### src/rtl/mult_div_unit_pkg.sv
// rtl/mult_div_unit_pkg.sv - shared types for the multiply/divide unit
// Purpose: function codes accepted by the unit, FSM state encoding and an
//          operation-class helper.
// Ports:   none (package).
package mult_div_unit_pkg;

   typedef enum logic [5:0] {
      FUNCT_MTHI  = 6'h11,
      FUNCT_MTLO  = 6'h13,
      FUNCT_MULT  = 6'h18,
      FUNCT_MULTU = 6'h19,
      FUNCT_DIV   = 6'h1A,
      FUNCT_DIVU  = 6'h1B
   } funct_t;

   typedef enum logic [1:0] {
      IDLE,
      MUL,
      DIV,
      FIXUP
   } mdu_state_t;

   function automatic logic is_signed_op(funct_t f);
      return (f == FUNCT_MULT) || (f == FUNCT_DIV);
   endfunction

endpackage

### src/rtl/mult_div_unit_if.sv
// rtl/mult_div_unit_if.sv - request/result bundle between CPU and multiply/divide unit
// Purpose: groups the start/fncode/operand request and the busy/done/hi/lo
//          results of the unit.
// Ports:   master - CPU side (drives start, fncode, a, b; reads busy, done, hi, lo)
//          slave  - unit side (the reverse)
interface mult_div_unit_if #(
   parameter int WIDTH = 32
);
   import mult_div_unit_pkg::*;

   logic             start;
   funct_t           fncode;
   logic [WIDTH-1:0] a;
   logic [WIDTH-1:0] b;
   logic             busy;
   logic             done;
   logic [WIDTH-1:0] hi;
   logic [WIDTH-1:0] lo;

   modport master (
      output start, fncode, a, b,
      input  busy, done, hi, lo
   );

   modport slave (
      input  start, fncode, a, b,
      output busy, done, hi, lo
   );

endinterface

### src/rtl/mult_div_unit.sv
// rtl/mult_div_unit.sv - iterative radix-2 multiply/divide unit with HI/LO registers
// Purpose: executes MULT, MULTU, DIV, DIVU (WIDTH iterations plus a sign
//          fixup cycle) and MTHI/MTLO (single cycle).
// Ports:   clk     - clock, rising edge
//          reset_n - asynchronous active-low reset
//          bus     - slave side of mult_div_unit_if (start, fncode, a, b,
//                    busy, done, hi, lo)
module mult_div_unit
   import mult_div_unit_pkg::*;
#(
   parameter int WIDTH = 32
) (
   input  logic           clk,
   input  logic           reset_n,
   mult_div_unit_if.slave bus
);

   localparam int CW = $clog2(WIDTH) + 1;

   mdu_state_t         state_q, state_d;
   logic [CW-1:0]      cnt_q;
   // Multiply: {partial product, remaining multiplier bits}.
   // Divide:   {partial remainder, dividend bits / quotient bits}.
   logic [2*WIDTH-1:0] work_q;
   logic [WIDTH-1:0]   opnd_q;   // multiplicand or divisor magnitude
   logic               neg_a_q, neg_b_q, div0_q, is_div_q;
   logic [WIDTH-1:0]   hi_q, lo_q;
   logic               done_q;

   logic               a_neg, b_neg;
   logic [WIDTH-1:0]   a_mag, b_mag;
   logic [WIDTH:0]     mul_sum;
   logic [2*WIDTH-1:0] mul_next;
   logic [WIDTH:0]     trial;
   logic [2*WIDTH-1:0] div_next;
   logic [2*WIDTH-1:0] prod_fix;
   logic [WIDTH-1:0]   quot_fix, rem_fix;

   assign a_neg = is_signed_op(bus.fncode) & bus.a[WIDTH-1];
   assign b_neg = is_signed_op(bus.fncode) & bus.b[WIDTH-1];
   assign a_mag = a_neg ? -bus.a : bus.a;
   assign b_mag = b_neg ? -bus.b : bus.b;

   // Shift-add step; the carry out of the add becomes the new top bit.
   assign mul_sum  = {1'b0, work_q[2*WIDTH-1:WIDTH]} + {1'b0, opnd_q};
   assign mul_next = work_q[0] ? {mul_sum, work_q[WIDTH-1:1]}
                               : {1'b0, work_q[2*WIDTH-1:1]};

   // Restoring step: trial-subtract the divisor from the shifted remainder;
   // bit WIDTH of the trial is the borrow.
   assign trial    = work_q[2*WIDTH-1:WIDTH-1] - {1'b0, opnd_q};
   assign div_next = trial[WIDTH] ? {work_q[2*WIDTH-2:0], 1'b0}
                                  : {trial[WIDTH-1:0], work_q[WIDTH-2:0], 1'b1};

   // With a zero divisor the remainder half ends up holding |a|, so the
   // dividend-sign fixup below already restores a unchanged into hi.
   assign prod_fix = (neg_a_q ^ neg_b_q) ? -work_q : work_q;
   assign quot_fix = div0_q ? '1
                   : ((neg_a_q ^ neg_b_q) ? -work_q[WIDTH-1:0] : work_q[WIDTH-1:0]);
   assign rem_fix  = neg_a_q ? -work_q[2*WIDTH-1:WIDTH] : work_q[2*WIDTH-1:WIDTH];

   always_ff @(posedge clk or negedge reset_n) begin
      if (!reset_n) state_q <= IDLE;
      else          state_q <= state_d;
   end

   always_comb begin
      state_d = state_q;
      unique case (state_q)
         IDLE: begin
            if (bus.start) begin
               case (bus.fncode)
                  FUNCT_MULT, FUNCT_MULTU: state_d = MUL;
                  FUNCT_DIV,  FUNCT_DIVU:  state_d = DIV;
                  default:                 state_d = IDLE;
               endcase
            end
         end
         MUL, DIV: if (cnt_q == CW'(1)) state_d = FIXUP;
         FIXUP:    state_d = IDLE;
         default:  state_d = IDLE;
      endcase
   end

   always_ff @(posedge clk or negedge reset_n) begin
      if (!reset_n) begin
         cnt_q    <= '0;
         work_q   <= '0;
         opnd_q   <= '0;
         neg_a_q  <= 1'b0;
         neg_b_q  <= 1'b0;
         div0_q   <= 1'b0;
         is_div_q <= 1'b0;
         hi_q     <= '0;
         lo_q     <= '0;
         done_q   <= 1'b0;
      end else begin
         done_q <= 1'b0;
         case (state_q)
            IDLE: begin
               if (bus.start) begin
                  case (bus.fncode)
                     FUNCT_MULT, FUNCT_MULTU, FUNCT_DIV, FUNCT_DIVU: begin
                        is_div_q <= (bus.fncode == FUNCT_DIV) || (bus.fncode == FUNCT_DIVU);
                        if ((bus.fncode == FUNCT_DIV) || (bus.fncode == FUNCT_DIVU)) begin
                           work_q <= {{WIDTH{1'b0}}, a_mag};
                           opnd_q <= b_mag;
                        end else begin
                           work_q <= {{WIDTH{1'b0}}, b_mag};
                           opnd_q <= a_mag;
                        end
                        neg_a_q <= a_neg;
                        neg_b_q <= b_neg;
                        div0_q  <= (bus.b == '0);
                        cnt_q   <= CW'(WIDTH);
                     end
                     FUNCT_MTHI: hi_q <= bus.a;
                     FUNCT_MTLO: lo_q <= bus.a;
                     default: ;
                  endcase
               end
            end
            MUL: begin
               work_q <= mul_next;
               cnt_q  <= cnt_q - CW'(1);
            end
            DIV: begin
               work_q <= div_next;
               cnt_q  <= cnt_q - CW'(1);
            end
            FIXUP: begin
               if (is_div_q) begin
                  hi_q <= rem_fix;
                  lo_q <= quot_fix;
               end else begin
                  hi_q <= prod_fix[2*WIDTH-1:WIDTH];
                  lo_q <= prod_fix[WIDTH-1:0];
               end
               done_q <= 1'b1;
            end
            default: ;
         endcase
      end
   end

   assign bus.busy = (state_q != IDLE);
   assign bus.done = done_q;
   assign bus.hi   = hi_q;
   assign bus.lo   = lo_q;

endmodule

### src/flat_wrapper.sv
// flat-port wrapper written by rule: the top's interface ports become plain ports
module mult_div_unit_flat import mult_div_unit_pkg::*;
#(
   parameter int WIDTH = 32
)
  (clk, reset_n, bus_start, bus_fncode, bus_a, bus_b, bus_busy, bus_done, bus_hi, bus_lo);
  mult_div_unit_if #(.WIDTH(WIDTH)) bus_i ();
  input  logic clk;
  input  logic reset_n;
  input wire logic [$bits(bus_i.start)-1:0] bus_start;
  input wire logic [$bits(bus_i.fncode)-1:0] bus_fncode;
  input wire logic [$bits(bus_i.a)-1:0] bus_a;
  input wire logic [$bits(bus_i.b)-1:0] bus_b;
  output wire logic [$bits(bus_i.busy)-1:0] bus_busy;
  output wire logic [$bits(bus_i.done)-1:0] bus_done;
  output wire logic [$bits(bus_i.hi)-1:0] bus_hi;
  output wire logic [$bits(bus_i.lo)-1:0] bus_lo;
  assign bus_i.start = bus_start;
  assign bus_i.fncode = bus_fncode;
  assign bus_i.a = bus_a;
  assign bus_i.b = bus_b;
  assign bus_busy = bus_i.busy;
  assign bus_done = bus_i.done;
  assign bus_hi = bus_i.hi;
  assign bus_lo = bus_i.lo;
  mult_div_unit #(.WIDTH(WIDTH)) u_core (.clk(clk), .reset_n(reset_n), .bus(bus_i));
endmodule
### config.mk
export PLATFORM = sky130hd
export DESIGN_NAME = mult_div_unit_flat
export DESIGN_NICKNAME = d
export VERILOG_FILES = /design/src/rtl/mult_div_unit_pkg.sv /design/src/rtl/mult_div_unit_if.sv /design/src/rtl/mult_div_unit.sv /design/src/flat_wrapper.sv
export SDC_FILE = /design/constraint.sdc
export NUM_CORES = 1
export LEC_CHECK = 0
export ABC_AREA = 1
export CORE_ASPECT_RATIO = 2
export CORE_MARGIN = 10
export CORE_UTILIZATION = 30
export DETAILED_ROUTE_END_ITERATION = 6
export RECOVER_POWER = 50
export SLEW_MARGIN = 5
export SYNTH_ARGS = -nofsm -noshare
export SYNTH_HDL_FRONTEND = slang
export SYNTH_SLANG_ARGS = --single-unit
export TNS_END_PERCENT = 20
### constraint.sdc
create_clock -name clk -period 2.3 [get_ports clk]
set_clock_uncertainty 0.1 [all_clocks]
set_input_delay 0.46 -clock clk [delete_from_list [all_inputs] [get_ports clk]]
set_output_delay 0.46 -clock clk [all_outputs]
set_load 0.02 [all_outputs]
After elaboration in Yosys (flattened, before gate mapping) --
Cells that the tools add are included.
Word-level totals: logic and storage cells 84, register bits 173, output and inout bits 66
Cells by class: reduce and logical (&&, ||, !) cells 18, add/subtract/negate cells 8, equality and inequality tests 15, multiplexer cells 29, bitwise gates (word level) 3
Operator list (count):
- 32-bit two-way mux | 13
- 64-bit two-way mux | 5
- 64-bit case mux with 3 select lines | 1
- 32-bit negation | 4
- 32-bit case mux with 2 select lines | 2
- 64-bit negation | 1
- 6-bit by 5-bit equality test with 1-bit output, second input constant | 6
- 32-bit by 32-bit adder with 33-bit output | 1
- 33-bit by 32-bit subtractor with 33-bit output | 1
- 32-bit logical NOT | 1
- 3-bit AND reduction | 5
- 6-bit two-way mux | 2
- 6-bit case mux with 2 select lines | 1
- 2-bit inequality test, second input constant | 4
- 6-bit by 1-bit equality test with 1-bit output, second input constant | 1
- 2-bit case mux with 3 select lines | 1
- 2-bit nonzero test | 3
- 2-bit OR reduction | 3
- 6-bit by 1-bit subtractor with 6-bit output, second input constant | 1
- 2-bit equality test, second input constant | 2
- 2-bit two-way mux | 2
- 2-bit case mux with 2 select lines | 1
- 4-bit OR reduction | 1
- 3-bit nonzero test | 1
- other kinds (8) | 10

Depth between registers and ports, before layout --
Gate-level depths: netlist of run 1.
depth after elaboration 8, mapped depth 20, depth with buffers taken out 19

Least setup slack after synthesis of run 1 --
OpenSTA, ideal clock, no wires.
path type reg-to-reg, start register u_core.work_q[0], end register u_core.hi_q[30], in the netlist u_core.bus.hi[30], cell stages (with the launch flop) 15, library setup time 77 ps, data arrival time 2331 ps, path slack -209 ps, path through dfrtp_1 -> inv_2 -> clkbuf_1 -> clkbuf_1 -> ha_1 -> nand3_2 -> nor2_2 -> nand2_1 -> nand2_1 -> nand2_2 -> a21oi_4 -> nand3_1 -> nand3_1 -> nand3_1 -> a21oi_1
On the way: word-level cells in the longest chain between the ends 4
RTL lines:
- start, declared | line mult_div_unit.sv:24 | logic [2*WIDTH-1:0] work_q;
- start signal, assigned | line mult_div_unit.sv:106 | work_q <= {{WIDTH{1'b0}}, a_mag};
- start signal, assigned | line mult_div_unit.sv:109 | work_q <= {{WIDTH{1'b0}}, b_mag};
- start signal, assigned | line mult_div_unit.sv:124 | work_q <= mul_next;
- 64-bit negation | line mult_div_unit.sv:57 | assign prod_fix = (neg_a_q ^ neg_b_q) ? -work_q : work_q;
- 64-bit two-way mux | line mult_div_unit.sv:57
- 32-bit two-way mux | line mult_div_unit.sv:132 | if (is_div_q) begin
- 32-bit case mux with 2 select lines | line mult_div_unit.sv:99 | case (state_q)
- end signal, assigned | line mult_div_unit.sv:117 | FUNCT_MTHI: hi_q <= bus.a;
- end signal, assigned | line mult_div_unit.sv:133 | hi_q <= rem_fix;
- end signal, assigned | line mult_div_unit.sv:136 | hi_q <= prod_fix[2*WIDTH-1:WIDTH];
- end, declared | line mult_div_unit.sv:27 | logic [WIDTH-1:0] hi_q, lo_q;
No other way between the ends. A chain may end at the register's enable or synchronous reset.

Worst setup path after layout of run 1 --
start register u_core.work_q[59], end register u_core.work_q[56]
On the way: word-level cells in the longest chain between the ends 3
RTL lines:
- 33-bit by 32-bit subtractor with 33-bit output | line mult_div_unit.sv:51 | assign trial = work_q[2*WIDTH-1:WIDTH-1] - {1'b0, opnd_q};
- 64-bit two-way mux | line mult_div_unit.sv:52 | assign div_next = trial[WIDTH] ? {work_q[2*WIDTH-2:0], 1'b0}
- 64-bit case mux with 3 select lines | line mult_div_unit.sv:99
No other way between the ends.

==> impl_metrics.tcl, run 1 <==
set metrics [dict create \
    status "complete, but fails checks" \
    violations "setup timing" \
    p_clk_frac 0.074 \
    crit_path_start_kind "flop" \
    start_util 0.3036 \
    avgSynthCellArea_um2 5.794 \
    grt_overflow 0 \
    io_buffers 138 \
    grt_max_degree 90 \
    synthesis.yosys.warnings 0 \
    std_cell_rows 128 \
    drc 0 \
    utilization 0.4711 \
    drtIter0Drc 1802 \
    track_usage 0.3206 \
    cts_tree "done" \
    synth.most_common_cell "nand2_1" \
    ys_async_sr_fraction 1.000 \
    fin_crit_sh 1.139 \
    path_class "reg2reg" \
    finalSetupViolations 36 \
    wl_per_cell_um 24.89 \
    totalWireLength_um 119600 \
    power.switching_mw 23.47 \
    whs_ps 389.7 \
    die_h_um 371.4 \
    startpoint "u_core.work_q[59]" \
    die_width_um 195.7 \
    rsz0062_at_grt "true" \
    r2r_slack_ps -320 \
    yosys.area.top_type_share 0.2337 \
    p_per_area_mw_per_mm2 1504 \
    seqPwrFrac 0.140 \
    synth_ff_type "dfrtp_1" \
    dr.pass1.iters 6 \
    core_mm2 0.06102 \
    dieArea_mm2 0.07269 \
    syn_to_final_growth_pct 55.17 \
    synth_common_cells "nand2_1, inv_1, nor2_1" \
    avgViaCountPerCell 5.212 \
    cts_htree_levels 4 \
    cts_sinks 173 \
    root_buffer "clkbuf_16" \
    clock_latency_ps 500 \
    postRouteAntennaNets 0 \
    worst_hold_path_type "reg2reg" \
    final_layout_size_suffix_gt1_frac 0.3029 \
    dr_total_vias 25043 \
    fin_nets 4160 \
    final.min_clock_period_ps 2619 \
    reg2reg_depth 15 \
    fin_ws_ps -318.7 \
    synth_area_mm2 0.01852 \
    relSlewSlack 0.1561 \
    clk_pin_slew_ps 80 \
    num-fill-cells 6504 \
    io_pins 139 \
    hold_viol 0 \
    netlist_instances 3197 \
    maxCapViolations 0 \
    synth_area_leaders "dfrtp_1, nand2_1, inv_1, nor2_1, nand3_1" \
    arrival_ps 2910 \
    power_frac_comb 0.787 \
    switching_share 0.5431 \
    cp_max_fo 6 \
    clk_path_buf_depth 2 \
    power.ir.vdd_worst_v 0.001479 \
    drv_slew 0 \
    dp_hpwl_um 99930 \
    cts_made_buffers 17 \
    end_kind "flop" \
    syn_nets 3346 \
    ys_seq_area_frac 0.2337 \
    yosysUniqueCellTypes 47 \
    required_ps 2590 \
    p_leak_nw 14.74 \
    grt_pass1_vias 25417 \
    ys_seq_elements 173 \
    grt_pass1_wl_um 168800 \
    reg2reg_to "u_core.work_q[56]" \
    intPower_mw 19.75 \
    yosys.area.top_type "dfrtp_1" \
    gp_congestion 1.086 \
    synth_edf_count 0 \
    tightest_slew_ps 1266 \
    r2r-start "u_core.work_q[59]" \
    cp-endpoint "u_core.work_q[56]" \
    timing.fmax_mhz 381.9 \
    grt_antenna_before_repair 1 \
]
metal layers:
metal | track usage | wire, um | share of wire | vias up
met5 | 0 | 0 | 0 | -
met2 | 0.5901 | 61560 | 0.51 | 903
met1 | 0.2874 | 37720 | 0.32 | 11726
met4 | 0.3317 | 15270 | 0.13 | 0
li1 | - | - | - | 11953
met3 | 0.04284 | 5051 | 0.042 | 461
kinds of logic (layout without fill, tap and decap cells):
| family | Yosys count | in the layout | synth area share |
|---|---|---|---|
| xor gates and xnor gates | 63 | 63 | 0.02979 |
| and+or+nand+nor | 1867 | 1868 | 0.4223 |
| AOI/OAI and AO/OA | 483 | 483 | 0.1502 |
| DFF | 173 | 173 | 0.2337 |
| buffers and inverters | 535 | 1361 | 0.1119 |
| other | 0 | 1 | 0 |
| adders and majority gates | 76 | 76 | 0.05214 |
worst max-delay path, stage by stage (launching register included):
cell,delay (ps)
dfrtp_1,620
ha_4,290
nand2_1,140
nor2_1,90
nand2_1,100
inv_1,80
a21oi_4,230
nand3_4,150
buf_12,160
nand2_8,110
buf_6,140
nand2_1,50
nand3_1,70
nand2_1,70
nand2_1,60
nand2_1,40
final cells by class:
class / instances / area [um2] / share of cell area
Antenna cell: 1 / 2.502 / 0.00008706
Clock buffer: 18 / 429.2 / 0.01493
Inverter: 433 / 1634 / 0.05685
Multi-Input combinational cell: 2490 / 13720 / 0.4773
Tap cell: 780 / 975.9 / 0.03395
Timing Repair Buffer: 896 / 7455 / 0.2593
Sequential cell: 173 / 4358 / 0.1516
Clock inverter: 14 / 170.2 / 0.005920
registers in the layout (all words and copies together), names as in the netlist:
signal and count:
u_core.is_div_q 1, u_core.bus.hi 32, u_core.neg_a_q 1, u_core.bus.lo 32, u_core.bus.done 1, u_core.opnd_q 32
u_core.state_q 2, u_core.neg_b_q 1, u_core.work_q 64, u_core.div0_q 1, u_core.cnt_q 6
per-stage QoR:
stage	setup slack (ps)	total power [mW]	cell area, um2	cells	setup TNS, ps
floorplan	-66.60	19.81	18550	3197	-1555
global placement	-675.5	36.45	26260	4746	-63970
detailed placement	-682.0	36.42	26260	4746	-65870
CTS	-269.8	41.02	27590	4789	-8057
global route	-387.3	45.62	28740	4804	-17290
finish	-318.7	43.22	28740	4805	-8756
power groups by stage:
stage	Combinational (mW)	Sequential (mW)	Clock (mW)
after CTS	31.9	5.92	3.22
after floorplan	13.7	6.09	0
after detailed placement	30.5	5.91	0
after global routing	36.2	6.11	3.32
final	34.0	6.03	3.19
after global placement	30.5	5.90	0
how the worst min path moves through the flow:
stage / cells past startpoint / to / start
global route: 2 / u_core.bus.lo[28] / u_core.bus.lo[28]
global placement: 1 / u_core.opnd_q[4] / reset_n
floorplan: 0 / u_core.bus.done / reset_n
finish: 2 / u_core.bus.lo[24] / u_core.bus.lo[24]
detailed placement: 1 / u_core.opnd_q[4] / reset_n
CTS: 2 / u_core.opnd_q[4] / reset_n
timing repair:
action | 4_1_cts | 5_1_grt
resized for setup | 165 | 280
cloned | 1 | 2
pin swaps | 15 | 48
endpoints found under the setup margin | 79 | 143
setup buffers | 9 | 15
hold endpoints to repair | 37 | 0
hold buffers | 1 | 0
placed cells by master, fill, tap and decap left out, types with 23 or more instances in the layout:
master / count
buf_12: 23
nor2_2: 59
inv_1: 394
dfrtp_2: 23
clkdlybuf4s50_1: 134
nor2_1: 361
nor3_1: 23
a21oi_1: 123
buf_4: 712
inv_2: 36
ha_1: 30
nand2_1: 908
a21oi_2: 39
nand3_2: 50
nand2_2: 95
nand4_1: 38
o21ai_0: 135
a22oi_1: 32
dfrtp_1: 150
nand3_1: 245
ha_4: 32
o211ai_1: 31
xor2_1: 42
o21ai_1: 28
o22ai_1: 32
Note: power is estimated with default switching activity, not from simulation.
==> run 2, diff against run 1 <==
--- a/config.mk
+++ b/config.mk
@@ -11,8 +11,9 @@
 export CORE_UTILIZATION = 30
 export DETAILED_ROUTE_END_ITERATION = 6
 export RECOVER_POWER = 50
+export REMOVE_ABC_BUFFERS = 1
 export SLEW_MARGIN = 5
 export SYNTH_ARGS = -nofsm -noshare
 export SYNTH_HDL_FRONTEND = slang
 export SYNTH_SLANG_ARGS = --single-unit
-export TNS_END_PERCENT = 20
+export TNS_END_PERCENT = 5
==> run 2 against run 1 <==
Against the previous run: the run ends with capacitance limit, slew limit, setup timing left; largest cell class unchanged; cell count increased by 0.87%; register-to-register slack worse by 20 ps; sequential share of layout area up 0.13 points; clock power up 3%; largest power group unchanged; worst hold slack worse by 150 ps; global-route usage decreased by 2.6 points; critical path depth is the same; clock-buffer cell count stayed put; non-clock buffer count grew 44.
==> impl_metrics.tcl, run 2 (same netlist as run 1, synthesis figures left out) <==
set metrics [dict create \
    maxCapViolations 1 \
    instances_no_fill 4847 \
    core_mm2 0.06102 \
    relSlewSlack -0.1128 \
    cpLargestDelayFamily "simple AND/OR/NAND/NOR gates" \
    path_class "reg2reg" \
    syn_to_final_growth_pct 53.54 \
    final.min_clock_period_ps 2637 \
    io_buffers 138 \
    drv_slew 55 \
    finalSetupViolations 62 \
    crit_buf_inv 5 \
    die_h_um 371.4 \
    largest_register_ffs 64 \
    stdcell_area_mm2 0.02844 \
    root_buffer "clkbuf_16" \
    crit_chain "inv_1, ha_1, nand2_2, buf_4, inv_1, a21oi_1, buf_4, nand3_1, buf_4, xnor2_1, nand2_2, nand3_1, nand2_1, nand2_1, nand2_1" \
    postRouteAntennaNets 0 \
    dr_total_vias 25014 \
    track_usage 0.2945 \
    die_width_um 195.7 \
    grt_antenna_before_repair 1 \
    grt_pass1_vias 25878 \
    cts_tree "done" \
    regMostFlops "u_core.work_q" \
    required_ps 2600 \
    placedCellCount 4795 \
    gp_congestion 1.058 \
    drtIter0Drc 1620 \
    worst_hold_path_type "in2reg" \
    grt_pass1_wl_um 158200 \
    grt_max_degree 82 \
    cp_slowest_cell "dfrtp_2" \
    wl_per_cell_um 22.57 \
    io_pins 139 \
    power.ir.vdd_worst_v 0.0009959 \
    arrival_ps 2940 \
    end_kind "flop" \
    final_layout_size_suffix_gt1_frac 0.2756 \
    p_leak_nw 14.85 \
    placed_area_mm2 0.02673 \
    fin_nets 4203 \
    status "complete, but fails checks" \
    std_cell_rows 128 \
    dr.pass1.iters 5 \
    dieArea_mm2 0.07269 \
    cp_max_fo 4 \
    clock_latency_ps 510 \
    cts_sinks 173 \
    crit_path_start_kind "flop" \
    final_common_cell "nand2_1" \
    tightest_slew_ps 1669 \
    clk_path_buf_depth 2 \
    start_util 0.3036 \
    num-fill-cells 6464 \
    grt_overflow 0 \
    fin_ws_ps -336.9 \
    slowest_delay_ps 440 \
    violations "capacitance limit, slew limit, setup timing" \
    cts_made_buffers 17 \
    dp_hpwl_um 92620 \
    rsz0062_at_grt "true" \
    diodes 0 \
    totalWireLength_um 109400 \
    clk_pin_slew_ps 80 \
    final_cell_mix "nand2_1, buf_4, inv_1" \
    timing.fmax_mhz 379.2 \
    hold_viol 0 \
    p_per_area_mw_per_mm2 1464 \
    avgViaCountPerCell 5.161 \
    fin_crit_sh 1.146 \
    drc 0 \
    cts_htree_levels 4 \
]
## run 2: cell types whose count changed in the layout (fill, tap and decap cells not counted), moves of 11 or more
cell	change
nand3_1	+30
ha_1	+28
nand2_2	-24
inv_1	+13
nand2_1	+26
buf_4	+33
nor2_2	-11
a21oi_2	-11
nand3_2	-29
nor2_1	+13
a21oi_1	+13
ha_4	-20
inv_2	-12
## run 2: power by group
part,internal (mW),leakage (nW),switching (mW)
clock network,1.73,0.290,1.55
logic,13.5,12.5,19.0
registers,4.45,2.08,1.40
total,19.7,14.8,22.0
## run 2: worst paths after layout
path,start,to,slack (ps),cells past startpoint
max in group asynchronous,reset_n,u_core.opnd_q[21],110,3
max reg2reg,u_core.opnd_q[8],u_core.work_q[42],-340,15
max,u_core.opnd_q[8],u_core.work_q[42],-340,15
min in group asynchronous,reset_n,u_core.bus.lo[3],830,2
min,bus_a[1],u_core.bus.hi[1],240,3
min reg2reg,u_core.bus.lo[24],u_core.bus.lo[24],390,2
## run 2: what timing repair did
action,in CTS,in global routing
setup endpoints to repair,94,132
gates resized for setup,127,171
buffers inserted,13,5
hold buffers,1,0
endpoints found under the hold margin,45,0
pin swaps,16,41
gates cloned,1,0
## run 2: layout make-up
class,count,area [um2],area share
clock buffers,18,429.2,0.01509
clock inverters,14,181.4,0.006379
inverters,433,1630,0.05732
multi-input cells,2489,13000,0.4570
flip-flops and latches,173,4348,0.1529
well taps,780,975.9,0.03431
repair buffers,940,7880,0.2771
## run 2: per-stage QoR
step | total power, mW | setup TNS (ps) | hold slack [ps] | setup slack, ps | util
2_1_floorplan | 19.41 | -307050 | 64.41 | -2754 | -
3_3_place_gp | 35.98 | -62080 | 377.5 | -727.0 | 0.4381
3_5_place_dp | 35.97 | -63430 | 376.9 | -684.2 | 0.4381
4_1_cts | 40.30 | -11030 | 397.2 | -326.4 | 0.4566
5_1_grt | 44.16 | -22780 | 249.2 | -497.9 | 0.4661
6_report | 41.63 | -12200 | 240.2 | -336.9 | 0.4661
## run 2: tightest hold or removal path, stage by stage
cell and delay, ps:
dlymetal6s2s_1 150, nand2_1 110, a31oi_1 80
## run 2: metal layers
layer / vias to the layer above / GRT usage / share of wire
li1: 12046 / - / -
met1: 11659 / 0.2601 / 0.32
met2: 897 / 0.5560 / 0.53
met3: 412 / 0.03463 / 0.039
met4: 0 / 0.2921 / 0.12
met5: - / 0 / 0
